### src/rtl/reflex_target_gen_pkg.sv
// Shared game definitions for the reflex target generator and the score counter.
package reflex_target_gen_pkg;

  typedef enum logic [1:0] {
    IDLE = 2'd0,
    LOAD = 2'd1,
    SHOW = 2'd2
  } game_state_t;

  // Timer value that ends a game; the score counter clears on the same value.
  localparam int GAME_TIMER_END = 31;

  localparam logic [15:0] LFSR_MASK      = 16'hB400;
  localparam logic [15:0] LFSR_SEED_DEF  = 16'hACE1;

  // Registered one-cycle result of a SHOW cycle.
  typedef struct packed {
    logic hit;
    logic miss;
  } pulse_t;

  // One step of the 16-bit Galois LFSR (right shift, feedback from bit 0).
  function automatic logic [15:0] lfsrStep(input logic [15:0] v);
    return (v >> 1) ^ (v[0] ? LFSR_MASK : 16'h0000);
  endfunction

endpackage

### src/rtl/reflex_target_gen_sw_sync.sv
// Switch conditioning: per-bit 2-flop synchronizer plus an edge register.
// A toggle is reported for exactly one cycle whenever the synchronized level changes.

// Single switch lane.
module reflex_sw_sync_lane (
  input  logic clk_2,
  input  logic rst,
  input  logic swRaw,
  output logic swS,
  output logic tog
);
  logic meta;
  logic swD;

  // Two metastability flops, then the previous-level register.
  always_ff @(posedge clk_2 or posedge rst) begin
    if (rst) begin
      meta <= 1'b0;
      swS  <= 1'b0;
      swD  <= 1'b0;
    end else begin
      meta <= swRaw;
      swS  <= meta;
      swD  <= swS;
    end
  end

  assign tog = swS ^ swD;
endmodule

// LED_W lanes side by side.
module reflex_sw_sync #(
  parameter int LED_W = 16
) (
  input  logic             clk_2,
  input  logic             rst,
  input  logic [LED_W-1:0] sw,
  output logic [LED_W-1:0] swS,
  output logic [LED_W-1:0] toggles
);
  for (genvar i = 0; i < LED_W; i++) begin : gLane
    reflex_sw_sync_lane uLane (
      .clk_2 (clk_2),
      .rst   (rst),
      .swRaw (sw[i]),
      .swS   (swS[i]),
      .tog   (toggles[i])
    );
  end
endmodule

### src/rtl/reflex_target_gen.sv
// Reflex game target generator: lights a pseudo-random LED, scores the player's
// toggle as hit or miss, forces a miss on timeout and stops when the round timer ends.
module reflex_target_gen
  import reflex_target_gen_pkg::*;
#(
  parameter int          LED_W          = 16,
  parameter int          TIMER_W        = 6,
  parameter int          TIMER_END      = reflex_target_gen_pkg::GAME_TIMER_END,
  parameter int          TARGET_TIMEOUT = 8,
  parameter logic [15:0] LFSR_SEED      = reflex_target_gen_pkg::LFSR_SEED_DEF
) (
  input  logic               clk_2,
  input  logic               rst,
  input  logic               start,
  input  logic [TIMER_W-1:0] timer_in,
  input  logic [LED_W-1:0]   sw,
  output logic [LED_W-1:0]   led,
  output logic               hit,
  output logic               miss,
  output logic               game_active
);
  localparam int IDX_W  = $clog2(LED_W);
  localparam int TCNT_W = $clog2(TARGET_TIMEOUT);

  game_state_t      state, stateNext;
  logic [15:0]      lfsr;
  logic [IDX_W-1:0] prevIdx, prevNext, rawIdx, pickIdx;
  logic [TCNT_W-1:0] tcnt, tcntNext;
  logic [LED_W-1:0] ledNext;
  pulse_t           pulse, pulseNext;
  logic [LED_W-1:0] toggles;
  logic [LED_W-1:0] unusedSwS;   // synchronized level; only the toggles matter here
  logic             timerEnd;
  logic             timeoutHit;

  reflex_sw_sync #(.LED_W(LED_W)) uSwSync (
    .clk_2   (clk_2),
    .rst     (rst),
    .sw      (sw),
    .swS     (unusedSwS),
    .toggles (toggles)
  );

  assign timerEnd   = (timer_in == TIMER_W'(TIMER_END));
  assign timeoutHit = (tcnt == TCNT_W'(TARGET_TIMEOUT - 1));

  // Target pick: low LFSR bits, bumped by one when it would repeat the last target.
  always_comb begin
    rawIdx  = lfsr[IDX_W-1:0];
    pickIdx = (rawIdx == prevIdx) ? rawIdx + IDX_W'(1) : rawIdx;
  end

  // Next-state and registered-output decode.
  always_comb begin
    stateNext = state;
    ledNext   = led;
    tcntNext  = tcnt;
    prevNext  = prevIdx;
    pulseNext = '0;
    case (state)
      IDLE: begin
        ledNext = '0;
        if (start) stateNext = LOAD;
      end
      LOAD: begin
        if (timerEnd) begin
          stateNext = IDLE;
          ledNext   = '0;
        end else begin
          ledNext   = LED_W'(1) << pickIdx;
          prevNext  = pickIdx;
          tcntNext  = '0;
          stateNext = SHOW;
        end
      end
      SHOW: begin
        tcntNext = tcnt + TCNT_W'(1);
        if (timerEnd) begin
          stateNext = IDLE;
          ledNext   = '0;
        end else if (toggles == led) begin
          pulseNext.hit = 1'b1;
          stateNext     = LOAD;
          ledNext       = '0;
        end else if (|toggles) begin
          pulseNext.miss = 1'b1;
          stateNext      = LOAD;
          ledNext        = '0;
        end else if (timeoutHit) begin
          pulseNext.miss = 1'b1;
          stateNext      = LOAD;
          ledNext        = '0;
        end
      end
      default: begin
        stateNext = IDLE;
        ledNext   = '0;
      end
    endcase
  end

  // State, outputs and LFSR; the LFSR free-runs and recovers from the all-zero lock-up.
  always_ff @(posedge clk_2 or posedge rst) begin
    if (rst) begin
      state       <= IDLE;
      led         <= '0;
      pulse       <= '0;
      game_active <= 1'b0;
      lfsr        <= LFSR_SEED;
      prevIdx     <= '0;
      tcnt        <= '0;
    end else begin
      state       <= stateNext;
      led         <= ledNext;
      pulse       <= pulseNext;
      game_active <= (stateNext != IDLE);
      lfsr        <= (lfsr == 16'h0000) ? LFSR_SEED : lfsrStep(lfsr);
      prevIdx     <= prevNext;
      tcnt        <= tcntNext;
    end
  end

  assign hit  = pulse.hit;
  assign miss = pulse.miss;

endmodule

### config.mk
export PLATFORM = sky130hd
export DESIGN_NAME = reflex_target_gen
export DESIGN_NICKNAME = d
export VERILOG_FILES = /design/src/rtl/reflex_target_gen_pkg.sv /design/src/rtl/reflex_target_gen_sw_sync.sv /design/src/rtl/reflex_target_gen.sv
export SDC_FILE = /design/constraint.sdc
export NUM_CORES = 1
export LEC_CHECK = 0
export BUFFER_PORTS_ARGS = -buffer_cell sky130_fd_sc_hd__buf_2
export CORE_MARGIN = 2
export CORE_UTILIZATION = 30
export DETAILED_ROUTE_END_ITERATION = 16
export GPL_ROUTABILITY_DRIVEN = 1
export PLACE_DENSITY = 0.44
export REMOVE_ABC_BUFFERS = 1
export SKIP_LAST_GASP = 1
export SLEW_MARGIN = 0
export SYNTH_ARGS = -nofsm -noshare
export SYNTH_HDL_FRONTEND = slang
export SYNTH_SLANG_ARGS = --single-unit
export TNS_END_PERCENT = 5
### constraint.sdc
create_clock -name clk_2 -period 3.1 [get_ports clk_2]
set_clock_uncertainty 0.05 [all_clocks]
set_input_delay 0.31 -clock clk_2 [delete_from_list [all_inputs] [get_ports clk_2]]
set_output_delay 0.31 -clock clk_2 [all_outputs]
set_load 0.01 [all_outputs]
## Word level (Yosys, flattened, before mapping)

Index checks and enable logic that the tools add are counted.

| operators by class | value |
|---|---|
| bitwise operators | 18 |
| shift operators | 1 |
| add/sub/neg operators | 2 |
| mux-type cells | 24 |
| eq/ne operators | 8 |
| reduce and logical (&&, ||, !) cells | 7 |

Operators with widths:

| kind | count |
|---|---|
| 16-bit two-way mux | 7 |
| 16-bit one-hot mux with 2 select lines | 1 |
| 16-bit == test | 1 |
| 16-bit zero test | 1 |
| 2-bit two-way mux | 8 |
| 16-bit OR reduction | 1 |
| 1-bit by 4-bit left shift with 16-bit output, first input constant | 1 |
| 1-bit XOR | 16 |
| 15-bit by 16-bit XOR with 16-bit output | 1 |
| 6-bit by 5-bit == test with 1-bit output, second input constant | 1 |
| 2-bit one-hot mux with 3 select lines | 1 |
| 3-bit one-hot mux with 2 select lines | 1 |
| 5-bit != test, second input constant | 1 |
| 4-bit by 1-bit adder with 4-bit output, second input constant | 1 |
| 4-bit == test | 1 |
| 1-bit two-way mux | 4 |
| 4-bit two-way mux | 1 |
| 2-bit AND reduction | 2 |
| 2-bit nonzero test | 2 |
| 3-bit by 1-bit adder with 3-bit output, second input constant | 1 |
| 3-bit == test, second input constant | 1 |
| 3-bit two-way mux | 1 |
| 2-bit by 1-bit == test with 1-bit output, second input constant | 1 |
| 2-bit == test, second input constant | 1 |
| other kinds (3) | 3 |

| word-level totals | value |
|---|---|
| output and inout port bits | 19 |
| flip-flop bits (word level) | 92 |
| logic and storage cells | 116 |
| input port bits | 25 |

## Depth between registers and ports, before layout

| logic depth | value |
|---|---|
| word-level depth | 7 |
| mapped depth | 7 |
| depth with buffers taken out | 6 |

## Cells and area by module

From an unflattened synthesis, not the netlist that was laid out.

| second synthesis, totals | value |
|---|---|
| cell total of the unflattened synthesis | 302 |
| area total of the unflattened synthesis | 3743.6 um2 |

By module, submodules not included:

| module | cells an instance | seq. area each (um2) | instances | area an instance (um2) |
|---|---|---|---|---|
| reflex_target_gen | 222 | 1111.1 | 1 | 2342.2 |
| reflex_sw_sync_lane | 5 | 75.1 | 16 | 87.6 |

## Worst setup path before layout

OpenSTA, ideal clock, no wires.

| path | value |
|---|---|
| path kind | reg-to-reg |
| from | register lfsr[0] |
| to | register led[3] |
| data required time | 2928 ps |
| library setup time | 122 ps |
| path buffers | 1 |
| arrival time | 1864 ps |
| cell stages (with the launch flop) | 7 |
| slack | 1064 ps |
| period minus slack after synthesis | 2036 ps |
| cell sequence | dfstp_2 -> buf_2 -> inv_1 -> ha_1 -> and3_1 -> or2_2 -> a32o_1 |

| between the ends | value |
|---|---|
| cells in the longest elaborated chain, start to end | 5 |
| elaborated cells between the ends (all ways) | 6 |
| those cells by class | add/sub (1); eq/ne (1); shift (1); mux (3) |

Ends and longest elaborated chain:

| what | RTL line | RTL |
|---|---|---|
| start, declared | reflex_target_gen.sv:26 | `logic [15:0] lfsr;` |
| start signal, assigned | reflex_target_gen.sv:117 | `lfsr <= (lfsr == 16'h0000) ? LFSR_SEED : lfsrStep(lfsr);` |
| 4-bit by 1-bit adder with 4-bit output or 4-bit == test (tied branches) | reflex_target_gen.sv:50 | `pickIdx = (rawIdx == prevIdx) ? rawIdx + IDX_W'(1) : rawIdx;` |
| 4-bit two-way mux * | reflex_target_gen.sv:50 |  |
| 1-bit by 4-bit left shift with 16-bit output * | reflex_target_gen.sv:70 | `ledNext = LED_W'(1) << pickIdx;` |
| 16-bit two-way mux * | reflex_target_gen.sv:66 | `if (timerEnd) begin` |
| 16-bit one-hot mux with 2 select lines * | reflex_target_gen.sv:60 | `case (state)` |
| end signal, assigned | reflex_target_gen.sv:114 | `led <= ledNext;` |
| end, declared | reflex_target_gen.sv:17 | `output logic [LED_W-1:0] led,` |

Mark *: on every way between the ends. The rest lies on a longest branch, timed or not.
A chain may end at the register's enable or synchronous reset.

## Worst setup path in the final report

| path | value |
|---|---|
| from | register lfsr[0] |
| to | register led[10] |

Same word-level chain as after synthesis.

==> summary.txt <==
Timing
  – Max-Slew Margin vs Limit: 0.537
  – Share of the clock period used by the worst path: 0.750
  – Final critical delay including setup and external delays: about 2.3 ns
  – Final slew viol count: 0
  – Transition at the pin with the smallest max-transition slack: 0.690 ns
  – Number of endpoints failing setup at the final stage: 0
  – Hold violation count in the final report: 0
  – Setup repair after global routing missed its margin: no
  – Setup_tns: 0 ns
  – Top achievable clock speed: about 0.43 GHz

CTS
  – Clock transition at the register clock pins on the worst setup and hold paths after CTS: around 0.06 ns
  – H-tree level count: 3
  – # clock sinks: 92
  – CTS buffer count: 9
  – Clock tree from TritonCTS: done
  – Skew-Pair Late Insertion Delay: between 0.3 and 0.4 ns
  – Clock buffer depth: 2
  – Buffers inserted during post-CTS setup optimization: 0
  – Clock Tree Root: sky130_fd_sc_hd__clkbuf_16

Pwr
  – Power per Cell Area: between 600 and 700 nW/um^2
  – Worst IR Drop VDD: about 0.29 mV
  – LEAKAGE: between 2 and 2.5 nW

Worst setup path
  – Worst reg2reg endpoint: led[10]
  – Depth of the worst register-to-register path: 6
  – Worst Setup Path Type: flip-flop to flip-flop
  – Reg-to-Reg Start: lfsr[0]
  – Setup slack, reg-to-reg: 0.77 ns
  – Arrival time worst endpoint: ~2.6 ns
  – CP Max Fanout: 13
  – Type of destination of the critical path: flip-flop
  – Required time worst endpoint: between 3 and 4 ns
  – Type of element launching the critical path: flip-flop

Yosys
  – Primary FF master, synth: sky130_fd_sc_hd__dfrtp_1
  – Synthesis Warnings: 0
  – Most frequent cell after synthesis: sky130_fd_sc_hd__dfrtp_1
  – #FFs+latches synth: ~90
  – Avg Synthesized Cell Area: 13.4 sq um
  – Sequential cell area fraction in the yosys report: 0.608
  – Distinct cell type count of the synthesized netlist: 42
  – Mapped Area: 3800 sq um
  – Ys async rst share: 1.00
  – Most area-hungry cell type in the Yosys netlist: sky130_fd_sc_hd__dfrtp_1
  – Ranking of synthesized cells by area: sky130_fd_sc_hd__dfrtp_1 55%, sky130_fd_sc_hd__xnor3_1 9.5%, sky130_fd_sc_hd__dfstp_2 5.5%
  – Count of mapped cells out of synthesis: ~280
  – Number of enable flip-flop cells after synthesis: 0
  – Top cell type's share of synthesized area: 0.553
  – Ranking of synthesized cells by instance count: 84 x sky130_fd_sc_hd__dfrtp_1, 16 x sky130_fd_sc_hd__xnor3_1, 14 x sky130_fd_sc_hd__nand2_1, 13 x sky130_fd_sc_hd__xnor2_1, 13 x sky130_fd_sc_hd__xor2_1

Layout
  – Fin nets: 363
  – Final core occ: 0.366
  – Combined area of the multi-input logic cells: about 1400 sq um
  – Sequential cell area: 2310 sq um
  – Count of filler cells inserted in the layout: about 1,300
  – Area overhead of the layout relative to synthesis: 20.6%
  – Fraction of final layout cells sized beyond drive strength 1: 0.231
  – ANT cells: 0

Die
  – Horizontal extent of the die: 117 um
  – Count of boundary I/O pins: 44
  – Area of the core: between 10,000 and 15,000 sq um
  – Chip Height: 117 um
  – Effective utilization at floorplan: 0.304
  – Die Area: between 10,000 and 15,000 sq um
  – Row cnt: slightly above 40

GRT
  – Number of global-route vias before repair: roughly 2,300
  – Total global-route track usage: 0.125
  – Number of antenna violations at the first check in global routing: 0
  – First-pass GRT wire length: about 13 mm
  – Pin count of the biggest net entering global routing: 54
  – Total global routing overflow: 0

Detailed routing
  – Number of design rule violations left after detail routing: 0
  – First-pass detailed-route iteration total: 4
  – Detail-routed via count per cell: 4.60
  – Wire length per cell after detailed routing: between 15 and 20 um
  – Via Count: about 2,300
  – DRC marker count from the first detailed-route iteration: approximately 160
  – Met3 layer wire length in the routed design: between 400 and 500 um
  – Total wirelength of the detailed-routed design: 7.73 mm
  – DR WL met2: 3.37 mm
  – Top routing layer in use: met4
  – Post-route met1 wirelength: a little under 4 mm
  – Antenna Nets Post-Route: 0

Run
  – Max cap viols: 0

Place
  – Final RePlAce weighted congestion: between 0.8 and 0.9
  – Estimated wirelength of the detail-placed design: approximately 5.4 mm
  – Number of input and output port buffers inserted: between 40 and 50

Status
  – Result of the run: completed

Hold path
  – Path class of the lowest-slack min-delay path: input pin to asynchronous set/reset pin
[critical path, cell delays in order (launching register included)]
cell and delay [ns]:
sky130_fd_sc_hd__dfstp_2 0.69, sky130_fd_sc_hd__xnor2_1 0.17, sky130_fd_sc_hd__nand4_1 0.12, sky130_fd_sc_hd__buf_4 0.19, sky130_fd_sc_hd__or4_1 0.47, sky130_fd_sc_hd__a21oi_1 0.37, sky130_fd_sc_hd__a32o_1 0.19
[layout by cell type (no fill, tap or decap), types with 5 or more instances in the layout]
| cell | count |
|---|---|
| sky130_fd_sc_hd__dfrtp_1 | 84 |
| sky130_fd_sc_hd__buf_2 | 43 |
| sky130_fd_sc_hd__xnor3_1 | 16 |
| sky130_fd_sc_hd__nand2_1 | 14 |
| sky130_fd_sc_hd__xnor2_1 | 13 |
| sky130_fd_sc_hd__xor2_1 | 13 |
| sky130_fd_sc_hd__a32o_1 | 12 |
| sky130_fd_sc_hd__nor2_1 | 11 |
| sky130_fd_sc_hd__inv_1 | 10 |
| sky130_fd_sc_hd__nor3_1 | 9 |
| sky130_fd_sc_hd__clkbuf_16 | 9 |
| sky130_fd_sc_hd__dfstp_2 | 8 |
| sky130_fd_sc_hd__o21ai_0 | 7 |
| sky130_fd_sc_hd__nand4_1 | 6 |
| sky130_fd_sc_hd__nand3_1 | 6 |
| sky130_fd_sc_hd__nor4_1 | 6 |
| sky130_fd_sc_hd__a21oi_1 | 6 |
| sky130_fd_sc_hd__o22ai_1 | 6 |
| sky130_fd_sc_hd__dlygate4sd3_1 | 6 |
| sky130_fd_sc_hd__nand2b_1 | 5 |
[sequential cells by signal (all words and copies together) (netlist names)]
register and count:
uSwSync.gLane.uLane.meta 16, uSwSync.gLane.uLane.swD 16, hit 1, uSwSync.gLane.uLane.swS 16, state 2, led 16
prevIdx 4, lfsr 16, game_active 1, miss 1, tcnt 3
[kinds of logic (layout without fill, tap and decap cells)]
family / Yosys count / after routing / share of synthesized area
adders and majority gates: 4 / 4 / 0.0132
buffers and inverters: 26 / 80 / 0.0270
AOI/OAI and AO/OA: 43 / 43 / 0.0823
muxes: 1 / 1 / 0.00263
and+or+nand+nor: 76 / 76 / 0.112
xor gates and xnor gates: 42 / 42 / 0.155
DFF: 92 / 92 / 0.608
[worst max-delay path by stage]
| stage | startpoint | end | slack (ns) |
|---|---|---|---|
| 2_1_floorplan | rst | game_active | 0.36 |
| 3_3_place_gp | lfsr[0] | led[9] | 0.83 |
| 3_5_place_dp | lfsr[0] | led[10] | 0.79 |
| 4_1_cts | lfsr[0] | led[10] | 0.77 |
| 5_1_grt | lfsr[0] | led[14] | 0.60 |
| 6_report | lfsr[0] | led[10] | 0.77 |
[final cells by class]
cell class,count,area share
Clock buffer,12,0.0559
Clock inverter,3,0.0101
Inverter,11,0.00928
Multi-Input combinational cell,166,0.303
Sequential cell,92,0.504
Tap cell,172,0.0469
Timing Repair Buffer,54,0.0709
[metrics by stage]
| stage | std cells | hold slack [ns] | total power, mW | worst slack (ns) | cell area (sq um) |
|---|---|---|---|---|---|
| 2_1_floorplan | 269 | 0.281 | 1.76 | 0.361 | 3740 |
| 3_3_place_gp | 489 | 0.283 | 1.94 | 0.826 | 4220 |
| 3_5_place_dp | 489 | 0.286 | 1.95 | 0.793 | 4220 |
| 4_1_cts | 504 | 0.00925 | 3.08 | 0.775 | 4530 |
| 5_1_grt | 510 | 0.00169 | 3.24 | 0.602 | 4590 |
| 6_report | 510 | 0.000946 | 3.05 | 0.774 | 4590 |
[where the power goes]
part / switching [mW] / internal (mW)
combinational: 0.296 / 0.246
sequential: 0.0833 / 1.31
clock: 0.451 / 0.666
[metal layers]
metal,up-vias,track usage
met5,-,0
met4,0,0.0353
met3,8,0.0457
met2,60,0.175
met1,1176,0.181
li1,1104,-
[repair_timing]
item | CTS | global route
hold buffers | 0 | 6
setup endpoints to repair | 0 | 0
resized for setup | 0 | 0
hold endpoints to repair | 0 | 6
(Power assumes the default switching activity.)
